<file path="src/rtl/ro_mailbox_pkg.sv">
// Shared definitions for the ring-oscillator PS/PL mailbox: dispatch FSM
// encoding, default word width and the result-channel index width helper.
package ro_mailbox_pkg;

    localparam int DATA_W_DEFAULT = 32;

    localparam logic [1:0] ST_IDLE     = 2'd0;
    localparam logic [1:0] ST_ARM      = 2'd1;
    localparam logic [1:0] ST_WAIT_ACK = 2'd2;
    localparam logic [1:0] ST_RELEASE  = 2'd3;

    // Index width for n channels, never narrower than one bit.
    function automatic int ch_width(input int n);
        return (n > 1) ? $clog2(n) : 1;
    endfunction

endpackage

</file>
<file path="src/rtl/ro_mailbox_fifo.sv">
// Synchronous result FIFO: writes are ignored when full, reads when empty.
// The head entry is presented combinationally on rdata.
module ro_mailbox_fifo #(
    parameter int  WIDTH = 34,
    parameter int  DEPTH = 16,
    localparam int AW    = $clog2(DEPTH),
    localparam int LW    = AW + 1
) (
    input  logic             clk,
    input  logic             rst,
    input  logic             push,
    input  logic             pop,
    input  logic [WIDTH-1:0] wdata,
    output logic [WIDTH-1:0] rdata,
    output logic             full,
    output logic             empty,
    output logic [LW-1:0]    level
);

    logic [WIDTH-1:0] mem_r [DEPTH];
    logic [AW-1:0]    wr_ptr_r;
    logic [AW-1:0]    rd_ptr_r;
    logic [LW-1:0]    level_r;
    logic             do_push_s;
    logic             do_pop_s;

    assign full      = (level_r == LW'(DEPTH));
    assign empty     = (level_r == '0);
    assign level     = level_r;
    assign rdata     = mem_r[rd_ptr_r];
    assign do_push_s = push & ~full;
    assign do_pop_s  = pop & ~empty;

    // Storage array, no reset so it maps onto plain RAM.
    always_ff @(posedge clk) begin
        if (do_push_s) begin
            mem_r[wr_ptr_r] <= wdata;
        end
    end

    // Pointers wrap naturally because DEPTH is a power of two.
    always_ff @(posedge clk) begin
        if (rst) begin
            wr_ptr_r <= '0;
            rd_ptr_r <= '0;
            level_r  <= '0;
        end else begin
            if (do_push_s) begin
                wr_ptr_r <= wr_ptr_r + AW'(1);
            end
            if (do_pop_s) begin
                rd_ptr_r <= rd_ptr_r + AW'(1);
            end
            case ({do_push_s, do_pop_s})
                2'b10:   level_r <= level_r + LW'(1);
                2'b01:   level_r <= level_r - LW'(1);
                default: level_r <= level_r;
            endcase
        end
    end

endmodule

</file>
<file path="src/rtl/ro_mailbox.sv">
// PS/PL mailbox: edge-triggered command capture towards the PL and a FIFO-fed
// interrupt/acknowledge dispatcher carrying result words back to the PS.
module ro_mailbox
    import ro_mailbox_pkg::*;
#(
    parameter int  NUM_IN     = 7,
    parameter int  NUM_OUT    = 3,
    parameter int  DATA_W     = DATA_W_DEFAULT,
    parameter int  FIFO_DEPTH = 16,
    localparam int CH_W       = ch_width(NUM_OUT),
    localparam int LVL_W      = $clog2(FIFO_DEPTH) + 1
) (
    input  logic                      CLK,
    input  logic                      RESET,
    input  logic                      DECOUPLE,
    input  logic [NUM_IN-1:0]         intr_in,
    input  logic [NUM_IN*DATA_W-1:0]  data_in,
    output logic [NUM_IN-1:0]         cmd_valid,
    output logic [NUM_IN*DATA_W-1:0]  cmd_data,
    input  logic                      res_valid,
    output logic                      res_ready,
    input  logic [CH_W-1:0]           res_chan,
    input  logic [DATA_W-1:0]         res_data,
    output logic [NUM_OUT-1:0]        intr_out,
    input  logic [NUM_OUT-1:0]        intr_ack,
    output logic [NUM_OUT*DATA_W-1:0] data_out,
    output logic [LVL_W-1:0]          fifo_level,
    output logic                      err_chan
);

    localparam logic [CH_W:0] NUM_OUT_V = NUM_OUT[CH_W:0];

    logic [NUM_IN-1:0]       prev_in_r;
    logic [NUM_IN-1:0]       cmd_edge_s;
    logic [NUM_OUT-1:0]      prev_ack_r;
    logic [NUM_OUT-1:0]      ack_edge_s;
    logic [NUM_OUT-1:0]      intr_r;
    logic [NUM_OUT-1:0]      cur_sel_s;
    logic [NUM_OUT-1:0]      head_sel_s;
    logic [1:0]              state_r;
    logic [CH_W-1:0]         cur_chan_r;
    logic                    chan_ok_r;
    logic [CH_W+DATA_W-1:0]  head_s;
    logic [CH_W-1:0]         head_chan_s;
    logic [DATA_W-1:0]       head_data_s;
    logic                    head_ok_s;
    logic                    res_ok_s;
    logic                    full_s;
    logic                    empty_s;
    logic                    pop_s;

    // History keeps tracking during DECOUPLE so a held level cannot fake an edge.
    assign cmd_edge_s  = intr_in & ~prev_in_r & {NUM_IN{~DECOUPLE}};
    assign ack_edge_s  = intr_ack & ~prev_ack_r;
    assign head_chan_s = head_s[DATA_W +: CH_W];
    assign head_data_s = head_s[DATA_W-1:0];
    assign head_ok_s   = ({1'b0, head_chan_s} < NUM_OUT_V);
    assign res_ok_s    = ({1'b0, res_chan} < NUM_OUT_V);
    assign res_ready   = ~full_s;
    assign pop_s       = (state_r == ST_IDLE) & ~empty_s & ~DECOUPLE;
    assign intr_out    = DECOUPLE ? '0 : intr_r;

    ro_mailbox_fifo #(
        .WIDTH (CH_W + DATA_W),
        .DEPTH (FIFO_DEPTH)
    ) u_fifo (
        .clk   (CLK),
        .rst   (RESET),
        .push  (res_valid),
        .pop   (pop_s),
        .wdata ({res_chan, res_data}),
        .rdata (head_s),
        .full  (full_s),
        .empty (empty_s),
        .level (fifo_level)
    );

    // One-hot decode of the current and head channel indices.
    always_comb begin
        cur_sel_s  = '0;
        head_sel_s = '0;
        for (int j = 0; j < NUM_OUT; j++) begin
            cur_sel_s[j]  = (cur_chan_r == CH_W'(j));
            head_sel_s[j] = (head_chan_s == CH_W'(j));
        end
    end

    // Command capture: one-cycle strobe and word latch per rising edge.
    always_ff @(posedge CLK) begin
        if (RESET) begin
            prev_in_r <= '0;
            cmd_valid <= '0;
            cmd_data  <= '0;
        end else begin
            prev_in_r <= intr_in;
            cmd_valid <= cmd_edge_s;
            for (int i = 0; i < NUM_IN; i++) begin
                if (cmd_edge_s[i]) begin
                    cmd_data[i*DATA_W +: DATA_W] <= data_in[i*DATA_W +: DATA_W];
                end
            end
        end
    end

    // Sticky flag for pushes addressed to a channel that does not exist.
    always_ff @(posedge CLK) begin
        if (RESET) begin
            err_chan <= 1'b0;
        end else if (res_valid && !full_s && !res_ok_s) begin
            err_chan <= 1'b1;
        end else begin
            err_chan <= err_chan;
        end
    end

    // Dispatch FSM; frozen entirely while DECOUPLE is high.
    always_ff @(posedge CLK) begin
        if (RESET) begin
            state_r    <= ST_IDLE;
            cur_chan_r <= '0;
            chan_ok_r  <= 1'b0;
            intr_r     <= '0;
            prev_ack_r <= '0;
            data_out   <= '0;
        end else begin
            prev_ack_r <= intr_ack;
            if (!DECOUPLE) begin
                case (state_r)
                    ST_IDLE: begin
                        if (pop_s) begin
                            cur_chan_r <= head_chan_s;
                            chan_ok_r  <= head_ok_s;
                            for (int j = 0; j < NUM_OUT; j++) begin
                                if (head_sel_s[j]) begin
                                    data_out[j*DATA_W +: DATA_W] <= head_data_s;
                                end
                            end
                            state_r <= ST_ARM;
                        end
                    end
                    ST_ARM: begin
                        if (chan_ok_r) begin
                            intr_r  <= cur_sel_s;
                            state_r <= ST_WAIT_ACK;
                        end else begin
                            state_r <= ST_IDLE;
                        end
                    end
                    ST_WAIT_ACK: begin
                        if (|(ack_edge_s & cur_sel_s)) begin
                            intr_r  <= '0;
                            state_r <= ST_RELEASE;
                        end
                    end
                    ST_RELEASE: begin
                        if (!(|(intr_ack & cur_sel_s))) begin
                            state_r <= ST_IDLE;
                        end
                    end
                    default: begin
                        intr_r  <= '0;
                        state_r <= ST_IDLE;
                    end
                endcase
            end
        end
    end

endmodule

</file>
<file path="config.mk">
export PLATFORM = sky130hd
export DESIGN_NAME = ro_mailbox
export DESIGN_NICKNAME = d
export VERILOG_FILES = /design/src/rtl/ro_mailbox_pkg.sv /design/src/rtl/ro_mailbox_fifo.sv /design/src/rtl/ro_mailbox.sv
export SDC_FILE = /design/constraint.sdc
export NUM_CORES = 1
export LEC_CHECK = 0
export ABC_CLOCK_PERIOD_IN_PS = 3500
export CAP_MARGIN = 15
export CORE_ASPECT_RATIO = 0.8
export CORE_MARGIN = 1
export CORE_UTILIZATION = 42
export DETAILED_ROUTE_END_ITERATION = 8
export MAX_ROUTING_LAYER = met4
export PLACE_DENSITY = 0.75
export SETUP_SLACK_MARGIN = 0.05
export SLEW_MARGIN = 0
export SYNTH_ARGS = -nofsm -noshare
export SYNTH_HDL_FRONTEND = slang
export SYNTH_HIERARCHICAL = 1
export SYNTH_SLANG_ARGS = --single-unit
</file>
<file path="constraint.sdc">
create_clock -name CLK -period 3.5 [get_ports CLK]
set_input_delay 0.7 -clock CLK [delete_from_list [all_inputs] [get_ports CLK]]
set_output_delay 0.7 -clock CLK [all_outputs]
set_load 0.005 [all_outputs]
</file>
==> metrics.txt <==
Max VDD drop 421 uV; Worst Path Class, Setup reg -> reg; post-route cell area 43800 um2; status finished clean; Critical Path RT 4.02 ns; share of flip-flops with an asynchronous set or reset 0%; post-CTS sizing 0; via/cell ratio 5.37; Fin. Hold Viols 0; Post-synth EDFFs 544; CTS clock-pin slew for the worst setup and hold paths 0.06 ns; RSZ-0062 raised after global routing no; Rel. slew slack 21.2%; critical-path cell list or4_4 -> nor2_1 -> or4_1 -> inv_1 -> o21ai_4 -> inv_1 -> ha_1 -> ha_1 -> nand2_1 -> a21o_1 -> a221oi_1 -> mux2_2; vias post-DR 22500; global route overflow 0; Simple-Gate Fraction of Synth Area 9.78%; setup TNS 0 ns; hold buffers post-CTS 0; leak pwr 14.3 nW; clk root buf clkbuf_16; final slew viol count 0; dpl hpwl 64.7 mm; post-synthesis mux area share 9.45%; vias in the first global route 21200; mean area per synthesized cell 13.5 um2; sequential share of the synthesized area 70.9%; final-stage net count 3348; clk_lat worst skew 0.67 ns; Primary FF master, synth edfxtp_1; total chip power 25.2 mW; main combinational cell family by area after synthesis simple AND/OR/NAND/NOR gates; Die W 317 um; fin crit share 90.4%; first-pass GRT wire length 141 mm; placed cell area 40800 um2; Arr. time, crit path 3.69 ns; CTS tree yes; Final Hold Slack 0.454 ns; pin count of the biggest net entering global routing 129; Starting Density 42.8%; Post-Syn Nets 2745; Power per Cell Area 575 nW/um2; H-tree levels 3; row cnt 91; Synth cell types 53; Tmin final 3.16 ns; adder-cell share of the synthesized area 0.301%; port bufs 608; Final Wtd Congestion 0.906; Setup crit end kind flip-flop; layout cells sized above 1 11.9%; clk sink count 907; CP startpoint kind flip-flop; DRT Wirelength 99.9 mm; DRC Markers 0; CTS Buf Count 89; GRT Overall Usage 24.6%; XOR/XNOR Fraction of Synth Area 0.210%; IO Count 609; Max Clock Skew 0.0388 ns; Max-Cap Viols 0; synthesized area 33300 um2; area added between synthesis and finish 31.5%; count of state elements after synthesis 907; Core Region 77800 um2; Largest stage delay, worst path 0.66 ns; starting DRC count in detailed routing 2663; first-pass iteration count of the detailed router 6; DR WL/cell 23.8 um; initial antenna violation count 22; post-synthesis compound-gate area fraction 7.04%; slowest library cell on the worst path or4_4; maximum clock rate 316 MHz; die area 80400 um2; post-route ant nets 0; Min-Delay Path Class reg -> reg; post-synthesis cell count 2465; DIE HEIGHT 254 um; Max clock buf depth 3; synth warn 6; worst slew pin tran 1.18 ns; CP Max Fanout 8; postcts setup bufs 0; final setup vio count 0
-- kinds of logic after synthesis --
family                   after synthesis
adder cells (fa/ha/maj)                8
AND/OR/NAND/NOR                      809
XOR/XNOR                               8
multiplexers                         144
buffers and inverters                174
flip-flops                           907
AO/OA/AOI/OAI                        415
-- Yosys cell counts (10+ instances only) --
master    number  area share (%)
buf_6         10            0.34
buf_2         31            0.47
nand2_1      694             7.8
a22oi_1       68             1.5
inv_1         10            0.11
a21oi_1      325             4.9
nor2_1        51            0.58
clkbuf_1     116             1.3
mux4_2       136             9.2
nor2b_1       17            0.32
edfxtp_1     544              49
dfxtp_1      363              22
-- per-stage QoR --
stage	instances	util, %	setup slack (ns)
floorplan	2465	-	0.0530
global placement	3999	52.4	-0.121
detailed placement	3999	52.4	-0.135
CTS	4166	56.2	0.292
global route	4186	56.3	0.112
finish	4189	56.3	0.335
-- worst max-delay path, delay by kind of cell (launching register included) --
| kind | cells | cell delay [ns] |
|---|---|---|
| buffers and inverters | 2 | 0.14 |
| adders and majority gates | 2 | 0.59 |
| and+or+nand+nor | 4 | 1.05 |
| DFF | 1 | 0.38 |
| muxes | 1 | 0.37 |
| AOI/OAI and AO/OA | 3 | 0.51 |
-- cell usage in the layout (no fill, tap or decap), types with 5 or more instances in the layout --
cell type	n
diode_2	22
clkbuf_1	23
nand3b_1	5
a21oi_1	325
ha_1	8
nand2b_1	7
xor2_1	7
mux4_2	136
clkdlybuf4s50_1	607
mux2i_1	7
clkinv_1	9
dfxtp_1	361
nor2b_1	15
edfxtp_1	544
buf_12	15
buf_4	52
nor3_4	5
bufinv_16	5
nor2_4	13
clkbuf_16	89
clkbuf_8	8
inv_1	10
nand2_1	694
a22oi_1	68
nor2_1	38
clkinv_2	14
and2_1	8
clkinv_4	5
-- sequential cells by signal (all words and copies together), names as in the netlist, 2 cells and up, named ones only --
signal and cells:
u_fifo/rd_ptr_r 4, prev_in_r 7, cmd_data 224, u_fifo/level 5
data_out 96, u_fifo/wr_ptr_r 4, prev_ack_r 3, u_fifo/mem_r 544
cur_chan_r 2, intr_r 3, cmd_valid 7
-- report_power, final --
group / leakage (nW) / switching [mW] / total [mW] / internal, mW
clock: 1.43 / 4.16 / 9.49 / 5.33
sequential: 7.87 / 0.250 / 12.0 / 11.7
combinational: 5.01 / 1.88 / 3.72 / 1.83
total: 14.3 / 6.30 / 25.2 / 18.9
-- cell type report --
type / instances / area, um2
Sequential cell: 907 / 23600
Clock inverter: 43 / 483
Tap cell: 1023 / 1280
Clock buffer: 124 / 2440
Fill cell: 6093 / 34000
Timing Repair Buffer: 676 / 6800
Multi-Input combinational cell: 1384 / 9080
Inverter: 10 / 37.5
Antenna cell: 22 / 55.1
-- routing by layer --
layer	GRT usage [%]	part of all wire, %	up-vias
li1	-	-	10100
met1	33.8	42	11100
met4	6.98	2.4	0
met2	35.1	45	1131
met5	-	0	-
met3	7.64	11	176
-- final timing paths --
check	depth (start not counted)	to	start	slack [ns]
max reg2reg	12	u_fifo/level[4]	u_fifo/level[0]	0.34
max	12	u_fifo/level[4]	u_fifo/level[0]	0.34
min	2	data_out[46]	data_out[46]	0.45
min reg2reg	2	data_out[46]	data_out[46]	0.45
No activity file was read; power rests on OpenSTA's default activity.
